**config.mk**
```make
export PLATFORM = sky130hd
export DESIGN_NAME = pipeline_hazard_ctrl
export DESIGN_NICKNAME = d
export VERILOG_FILES = /design/src/rtl/pipeline_hazard_ctrl.sv
export SDC_FILE = /design/constraint.sdc
export NUM_CORES = 1
export LEC_CHECK = 0
export CORE_UTILIZATION = 35
export CTS_BUF_LIST = sky130_fd_sc_hd__clkbuf_8
export CTS_CLUSTER_SIZE = 12
export DETAILED_ROUTE_END_ITERATION = 10
export GPL_ROUTABILITY_DRIVEN = 1
export PLACE_DENSITY_LB_ADDON = 0.08
export SLEW_MARGIN = 10
export SYNTH_ARGS = -nofsm -noshare
export SYNTH_HDL_FRONTEND = slang
export SYNTH_SLANG_ARGS = --single-unit
```
**constraint.sdc**
```tcl
create_clock -name clock -period 2.5 [get_ports clock]
set_clock_uncertainty 0.15 [all_clocks]
set_input_delay 0.625 -clock clock [delete_from_list [all_inputs] [get_ports clock]]
set_output_delay 0.625 -clock clock [all_outputs]
set_load 0.05 [all_outputs]
```
**src/rtl/pipeline_hazard_ctrl.sv**
```systemverilog
// Purpose: sequencing/hazard controller for the 20-bit five-stage pipeline (boot freeze, load-use, MEM branches, memory waits).
// Latency: enables/flushes are a same-cycle combinational decode of (state, inputs); state and counters update on posedge.
// Backpressure: data-memory not-ready freezes PC..EX/MEM and bubbles MEM/WB; a wait of MEM_TIMEOUT cycles halts the core.
//
// Ports:
//   clock, reset (async, active-low)        - clock and reset
//   instr_id / instr_ex / instr_mem         - instruction words at IF/ID, ID/EX, EX/MEM outputs
//   branch_taken, mem_ready                 - branch condition for instr_mem, data-memory completion
//   pc_en, pc_sel_branch                    - PC update enable / load branch target
//   if_id_en, id_ex_en, ex_mem_en           - pipeline register enables
//   *_flush                                 - load a NOP into the corresponding register
//   state (0 BOOT,1 RUN,2 MEM_WAIT,3 HALT), mem_error (sticky), stall_cycles (perf counter)
//
// Optional feature macro: HAZARD_PERF_CNT_EN - when defined, stall_cycles counts cycles in RUN or
// MEM_WAIT with pc_en=0 (saturating at 16'hFFFF); when undefined it is tied to 0.

module pipeline_hazard_ctrl #(
  parameter int unsigned DATA_W      = 20,
  parameter logic [3:0]  OP_LOAD     = 4'h4,
  parameter logic [3:0]  OP_STORE    = 4'h5,
  parameter logic [3:0]  OP_BEQ      = 4'h6,
  parameter logic [3:0]  OP_JMP      = 4'h7,
  parameter int unsigned BOOT_CYCLES = 2,
  parameter int unsigned MEM_TIMEOUT = 16
) (
  input  logic              clock,
  input  logic              reset,
  input  logic [DATA_W-1:0] instr_id,
  input  logic [DATA_W-1:0] instr_ex,
  input  logic [DATA_W-1:0] instr_mem,
  input  logic              branch_taken,
  input  logic              mem_ready,
  output logic              pc_en,
  output logic              pc_sel_branch,
  output logic              if_id_en,
  output logic              id_ex_en,
  output logic              ex_mem_en,
  output logic              if_id_flush,
  output logic              id_ex_flush,
  output logic              ex_mem_flush,
  output logic              mem_wb_flush,
  output logic [1:0]        state,
  output logic              mem_error,
  output logic [15:0]       stall_cycles
);

  typedef enum logic [1:0] {
    ST_BOOT     = 2'd0,
    ST_RUN      = 2'd1,
    ST_MEM_WAIT = 2'd2,
    ST_HALT     = 2'd3
  } state_e;

  // Last boot-count value before moving to RUN, and the wait count at which we give up.
  localparam logic [3:0] BOOT_LAST  = 4'(BOOT_CYCLES - 1);
  localparam logic [7:0] WAIT_LIMIT = 8'(MEM_TIMEOUT);

  state_e     state_q, state_d;
  logic [3:0] boot_cnt_q, boot_cnt_d;
  logic [7:0] wait_cnt_q, wait_cnt_d;
  logic       mem_error_q, mem_error_d;

  // Instruction fields (fixed positions, independent of DATA_W).
  logic [3:0] op_mem, op_ex, rd_ex, rs1_id, rs2_id;
  assign op_mem = instr_mem[19:16];
  assign op_ex  = instr_ex[19:16];
  assign rd_ex  = instr_ex[15:12];
  assign rs1_id = instr_id[11:8];
  assign rs2_id = instr_id[7:4];

  // Bits of the instruction words this block has no use for.
  logic unused_fields;
  assign unused_fields = ^{instr_id[19:12], instr_id[3:0], instr_ex[11:0], instr_mem[15:0]};

  logic mem_access, mem_stall_req, branch_req, load_use_req;
  assign mem_access    = (op_mem == OP_LOAD) || (op_mem == OP_STORE);
  assign mem_stall_req = mem_access && !mem_ready;
  assign branch_req    = (op_mem == OP_JMP) || ((op_mem == OP_BEQ) && branch_taken);
  // r0 is hardwired, so a load targeting it never needs a bubble; stores have no rd to forward.
  assign load_use_req  = (op_ex == OP_LOAD) && (rd_ex != 4'd0) &&
                         ((rd_ex == rs1_id) || (rd_ex == rs2_id));

  always_comb begin
    pc_en         = 1'b0;
    pc_sel_branch = 1'b0;
    if_id_en      = 1'b0;
    id_ex_en      = 1'b0;
    ex_mem_en     = 1'b0;
    if_id_flush   = 1'b0;
    id_ex_flush   = 1'b0;
    ex_mem_flush  = 1'b0;
    mem_wb_flush  = 1'b0;
    state_d       = state_q;
    boot_cnt_d    = boot_cnt_q;
    wait_cnt_d    = wait_cnt_q;
    mem_error_d   = mem_error_q;

    case (state_q)
      ST_BOOT: begin
        // Everything frozen and filled with NOPs until the boot count expires.
        if_id_flush  = 1'b1;
        id_ex_flush  = 1'b1;
        ex_mem_flush = 1'b1;
        mem_wb_flush = 1'b1;
        if (boot_cnt_q == BOOT_LAST) begin
          state_d = ST_RUN;
        end else begin
          boot_cnt_d = boot_cnt_q + 4'd1;
        end
      end

      ST_RUN: begin
        if (mem_stall_req) begin
          // Freeze everything up to EX/MEM; MEM/WB takes a bubble while memory is busy.
          mem_wb_flush = 1'b1;
          state_d      = ST_MEM_WAIT;
          wait_cnt_d   = 8'd1;
        end else if (branch_req) begin
          // Redirect fetch and squash the three younger instructions; a pending
          // load-use on a squashed instruction is irrelevant.
          pc_en         = 1'b1;
          pc_sel_branch = 1'b1;
          if_id_en      = 1'b1;
          id_ex_en      = 1'b1;
          ex_mem_en     = 1'b1;
          if_id_flush   = 1'b1;
          id_ex_flush   = 1'b1;
          ex_mem_flush  = 1'b1;
        end else if (load_use_req) begin
          // Hold PC and IF/ID, let the load advance, and push one bubble into ID/EX.
          id_ex_en    = 1'b1;
          id_ex_flush = 1'b1;
          ex_mem_en   = 1'b1;
        end else begin
          pc_en     = 1'b1;
          if_id_en  = 1'b1;
          id_ex_en  = 1'b1;
          ex_mem_en = 1'b1;
        end
      end

      ST_MEM_WAIT: begin
        if (mem_ready) begin
          // Access completes this cycle: release the whole pipeline at once.
          pc_en     = 1'b1;
          if_id_en  = 1'b1;
          id_ex_en  = 1'b1;
          ex_mem_en = 1'b1;
          state_d   = ST_RUN;
        end else begin
          mem_wb_flush = 1'b1;
          if (wait_cnt_q == WAIT_LIMIT) begin
            state_d     = ST_HALT;
            mem_error_d = 1'b1;
          end else begin
            wait_cnt_d = wait_cnt_q + 8'd1;
          end
        end
      end

      ST_HALT: begin
        // Frozen with no flushes so the faulting state stays observable; only reset exits.
      end

      default: begin
        state_d = ST_HALT;
      end
    endcase
  end

  always_ff @(posedge clock or negedge reset) begin
    if (!reset) begin
      state_q     <= ST_BOOT;
      boot_cnt_q  <= 4'd0;
      wait_cnt_q  <= 8'd0;
      mem_error_q <= 1'b0;
    end else begin
      state_q     <= state_d;
      boot_cnt_q  <= boot_cnt_d;
      wait_cnt_q  <= wait_cnt_d;
      mem_error_q <= mem_error_d;
    end
  end

  assign state     = state_q;
  assign mem_error = mem_error_q;

`ifdef HAZARD_PERF_CNT_EN
  logic [15:0] stall_cnt_q, stall_cnt_d;

  always_comb begin
    stall_cnt_d = stall_cnt_q;
    if (((state_q == ST_RUN) || (state_q == ST_MEM_WAIT)) && !pc_en &&
        (stall_cnt_q != 16'hFFFF)) begin
      stall_cnt_d = stall_cnt_q + 16'd1;
    end
  end

  always_ff @(posedge clock or negedge reset) begin
    if (!reset) begin
      stall_cnt_q <= 16'd0;
    end else begin
      stall_cnt_q <= stall_cnt_d;
    end
  end

  assign stall_cycles = stall_cnt_q;
`else
  assign stall_cycles = 16'd0;
`endif

endmodule

```
==> results of run 1 <==
state kept, by name, indices dropped and copies added, names as in the netlist:
signal      flops
wait_cnt_q      8
boot_cnt_q      4
state           2
mem_error       1
layer usage:
metal,up-vias,share of wire,global-route usage,wire length [microns]
met2,38,0.50,0.290,1490
li1,559,-,-,-
met5,-,0,0,0
met4,0,0.016,0.0762,48
met1,535,0.43,0.190,1300
met3,4,0.052,0.0373,155
placed cells by master, fill, tap and decap left out, types with 2 or more instances in the layout:
| cell | instances |
|---|---|
| buf_4 | 23 |
| o31ai_1 | 2 |
| or4_1 | 3 |
| nor2_1 | 3 |
| buf_2 | 6 |
| clkbuf_8 | 3 |
| nand2b_1 | 4 |
| buf_8 | 2 |
| ha_1 | 8 |
| xnor2_2 | 2 |
| a21oi_1 | 3 |
| nand4_1 | 4 |
| dfrtp_1 | 13 |
| nor2_2 | 2 |
| a21oi_2 | 2 |
| clkbuf_2 | 7 |
| xnor2_1 | 9 |
| buf_6 | 4 |
| dlygate4sd2_1 | 3 |
| dfrtp_2 | 2 |
| inv_2 | 2 |
| inv_1 | 10 |
| nand3_1 | 5 |
| conb_1 | 16 |
| nor4b_4 | 2 |
| a211oi_1 | 2 |
| o21ai_0 | 5 |
| ha_4 | 2 |
| nand2_1 | 8 |
| clkdlybuf4s50_1 | 4 |
| a21o_1 | 2 |
| mux2i_1 | 4 |
| clkdlybuf4s15_1 | 3 |
cells in the mapped netlist (all sizes together):
library cell / instances / area [sq um]
o21ai: 6 / 30.0
o2111ai: 2 / 17.5
nand3: 5 / 25.0
conb: 1 / 3.75
a31oi: 1 / 6.26
dfrtp: 15 / 375
xnor2: 11 / 96.3
ha: 10 / 125
nor4b: 3 / 26.3
nand4: 4 / 25.0
o31ai: 2 / 15.0
inv: 12 / 45.0
or4: 3 / 22.5
nand4bb: 1 / 11.3
nand2b: 4 / 25.0
o211ai: 1 / 7.51
nand2: 8 / 30.0
a21o: 3 / 23.8
or3: 1 / 6.26
o21bai: 1 / 7.51
or2: 2 / 12.5
and2: 1 / 6.26
a22o: 1 / 8.76
mux2i: 4 / 40.0
a211oi: 3 / 22.5
a21oi: 5 / 25.0
or2b: 1 / 7.51
and3: 1 / 6.26
nor2b: 2 / 12.5
nor2: 5 / 18.8
o41ai: 1 / 8.76
nor3: 1 / 5.00
buf: 20 / 154
through the flow:
step,setup WS (ns),TNS (ns),util,hold slack [ns]
finish,0.0109,0,0.556,0.317
detailed placement,-0.493,-3.94,0.511,0.307
global route,-0.0336,-0.0336,0.556,0.331
CTS,0.000445,0,0.551,0.321
global placement,-0.463,-3.76,0.511,0.299
floorplan,-0.0542,-0.0542,-,0.179
worst max-delay path, stage by stage:
cell,delay (ns)
buf_8,0.10
nor4b_4,0.30
or2b_4,0.21
o21bai_4,0.07
or2_4,0.25
buf_8,0.15
power by group:
part | total (uW) | switching [uW] | internal (uW)
registers | 256 | 7.70 | 249
logic | 138 | 91.2 | 47.3
clock network | 197 | 88.3 | 109
total | 592 | 187 | 405
layout make-up:
class,count,share of cell area
well taps,46,0.0306
clock inverters,1,0.00199
inverters,12,0.0252
multi-input cells,109,0.492
flip-flops and latches,15,0.201
clock buffers,3,0.0219
repair buffers,53,0.228
what timing repair did:
item	4_1_cts	5_1_grt
gates resized for setup	69	28
pin swaps	20	18
endpoints found under the setup margin	9	4
buffers inserted	3	1
how the worst max path moves through the flow:
stage / startpoint / to / cells past startpoint
2_1_floorplan: mem_ready / id_ex_flush / 4
3_3_place_gp: mem_ready / id_ex_flush / 6
3_5_place_dp: mem_ready / id_ex_flush / 6
4_1_cts: instr_id[7] / pc_en / 6
5_1_grt: instr_mem[17] / id_ex_flush / 6
6_report: instr_mem[17] / id_ex_flush / 6
cell families after synthesis:
kind of cell    Yosys count  share of synthesized area
other cells               1                    0.00299
buf+inv                  32                      0.159
mux                       4                     0.0320
flops                    15                      0.300
xor+xnor                 11                     0.0769
compound gates           26                      0.138
simple gates             42                      0.192
fa+ha+maj                10                     0.0999
==> metrics.md, run 1 <==
| Metric | Value |
|---|---|
| Drt wl/cell | 12.5 microns |
| Via Count | 1,136 |
| Total Wirelength | 2990 microns |
| Worst Hold Depth | 1 |
| Worst Hold Class | reg2reg |
| Final Power | 592 uW |
| Peak VDD IR | 317 uV |
| Post-route ant nets | 0 |
| Congestion Overflow GR | 0 |
| RSZ-0062 raised after global routing | yes |
| Hold_buf cts | 0 |
| Non-Filler Instances | 239 |
| Number of global-route vias before repair | 1,032 |
| PwrDens | 314 nW/um^2 |
| Synthesized flop and latch total | 15 |
| First-pass iteration count of the detailed router | 6 |
| Remaining DRCs | 0 |
| Cells after Synth | 141 |
| Hold Fails Final Rpt | 0 |
| Register area | 378 sq um |
| Port Buffers | 35 |
| Footprint of the multi-input gates | 926 sq um |
| Mean area per synthesized cell | 8.88 sq um |
| Reg2reg start | state[1]$_DFFE_PN0P_ |
| CP Data Arrival Time | 1.71 ns |
| Max Cap Viol | 0 |
| Clk sinks | 15 |
| Initial Util | 0.370 |
| I/O pin cnt | 92 |
| Placed instance count | 232 |
| Synth unique cells | 35 |
| Outcome | finished, final reports clean |
| Filler cells | 326 |
| Die width | 61.8 microns |
| Via density per instance | 4.75 |
| DP Wirelength | 2310 microns |
| Total GRT Usage | 0.165 |
| Critical Path RT | 1.73 ns |
| Antenna violations before repair | 0 |
| Layout Area Growth over Synthesis | 50.3% |
| Core ar. | 3390 sq um |
| Layout cells sized above 1 | 0.378 |
| Leakage | 0.000852 uW |
| First-pass GRT wire length | 4460 microns |
| Die Span Y | 61.8 microns |
| Setup CP Type | in2out |
| Clock slew at reported path FFs | 0.06 ns |
| Period utilization | 0.996 |
| Fin nets | 268 |
| Setup Viol. Count Final | 0 |
| Tightest Pin Transition | 0.698 ns |
| Crit. End Element | primary output |
| Register area share after synthesis | 0.300 |
| Worst skew pair latency | 0.25 ns |
| Placed Area | 1730 sq um |
| CTS tree | done |
| HP Start | mem_error$_DFFE_PN0P_ |
| H-tree depth | 1 |
| Max-slew violation count | 0 |
| Rows | 21 |
| Worst setup SP type | input port |
| GP Congestion | 0.809 |
| Worst R2R Setup Slack | 0.28 ns |
| Final worst path period need | 2.49 ns |
| Maximum clock path buffer count | 2 |
| Root Driver | clkbuf_8 |
| Cell area after layout | 1880 sq um |
| Netlist Area Pre-Place | 1250 sq um |
| Reg2reg end | wait_cnt_q[2]$_DFFE_PN0P_ |
| Worst slew margin | 0.533 |
| Yosys warning total | 0 |
| Starting DRT DRC Count | 33 |
| FF-to-FF path depth | 9 |
| CTS Buf Count | 3 |
| Pin count of the biggest net entering global routing | 16 |
| Die area | 3820 sq um |
| WHS Endpoint | mem_error$_DFFE_PN0P_ |
| Fmax | 0.402 GHz |
| Critical Path Fanout Max | 4 |
| Antenna diodes | 0 |
(Power assumes the default switching activity.)
==> run 2, diff against run 1 <==
--- a/config.mk
+++ b/config.mk
@@ -11,7 +11,7 @@
 export DETAILED_ROUTE_END_ITERATION = 10
 export GPL_ROUTABILITY_DRIVEN = 1
 export PLACE_DENSITY_LB_ADDON = 0.08
-export SLEW_MARGIN = 10
+export SLEW_MARGIN = 0
 export SYNTH_ARGS = -nofsm -noshare
 export SYNTH_HDL_FRONTEND = slang
 export SYNTH_SLANG_ARGS = --single-unit
==> results of run 2 <==
Same layout as run 1: the final DEF is identical, and so are final timing and power.
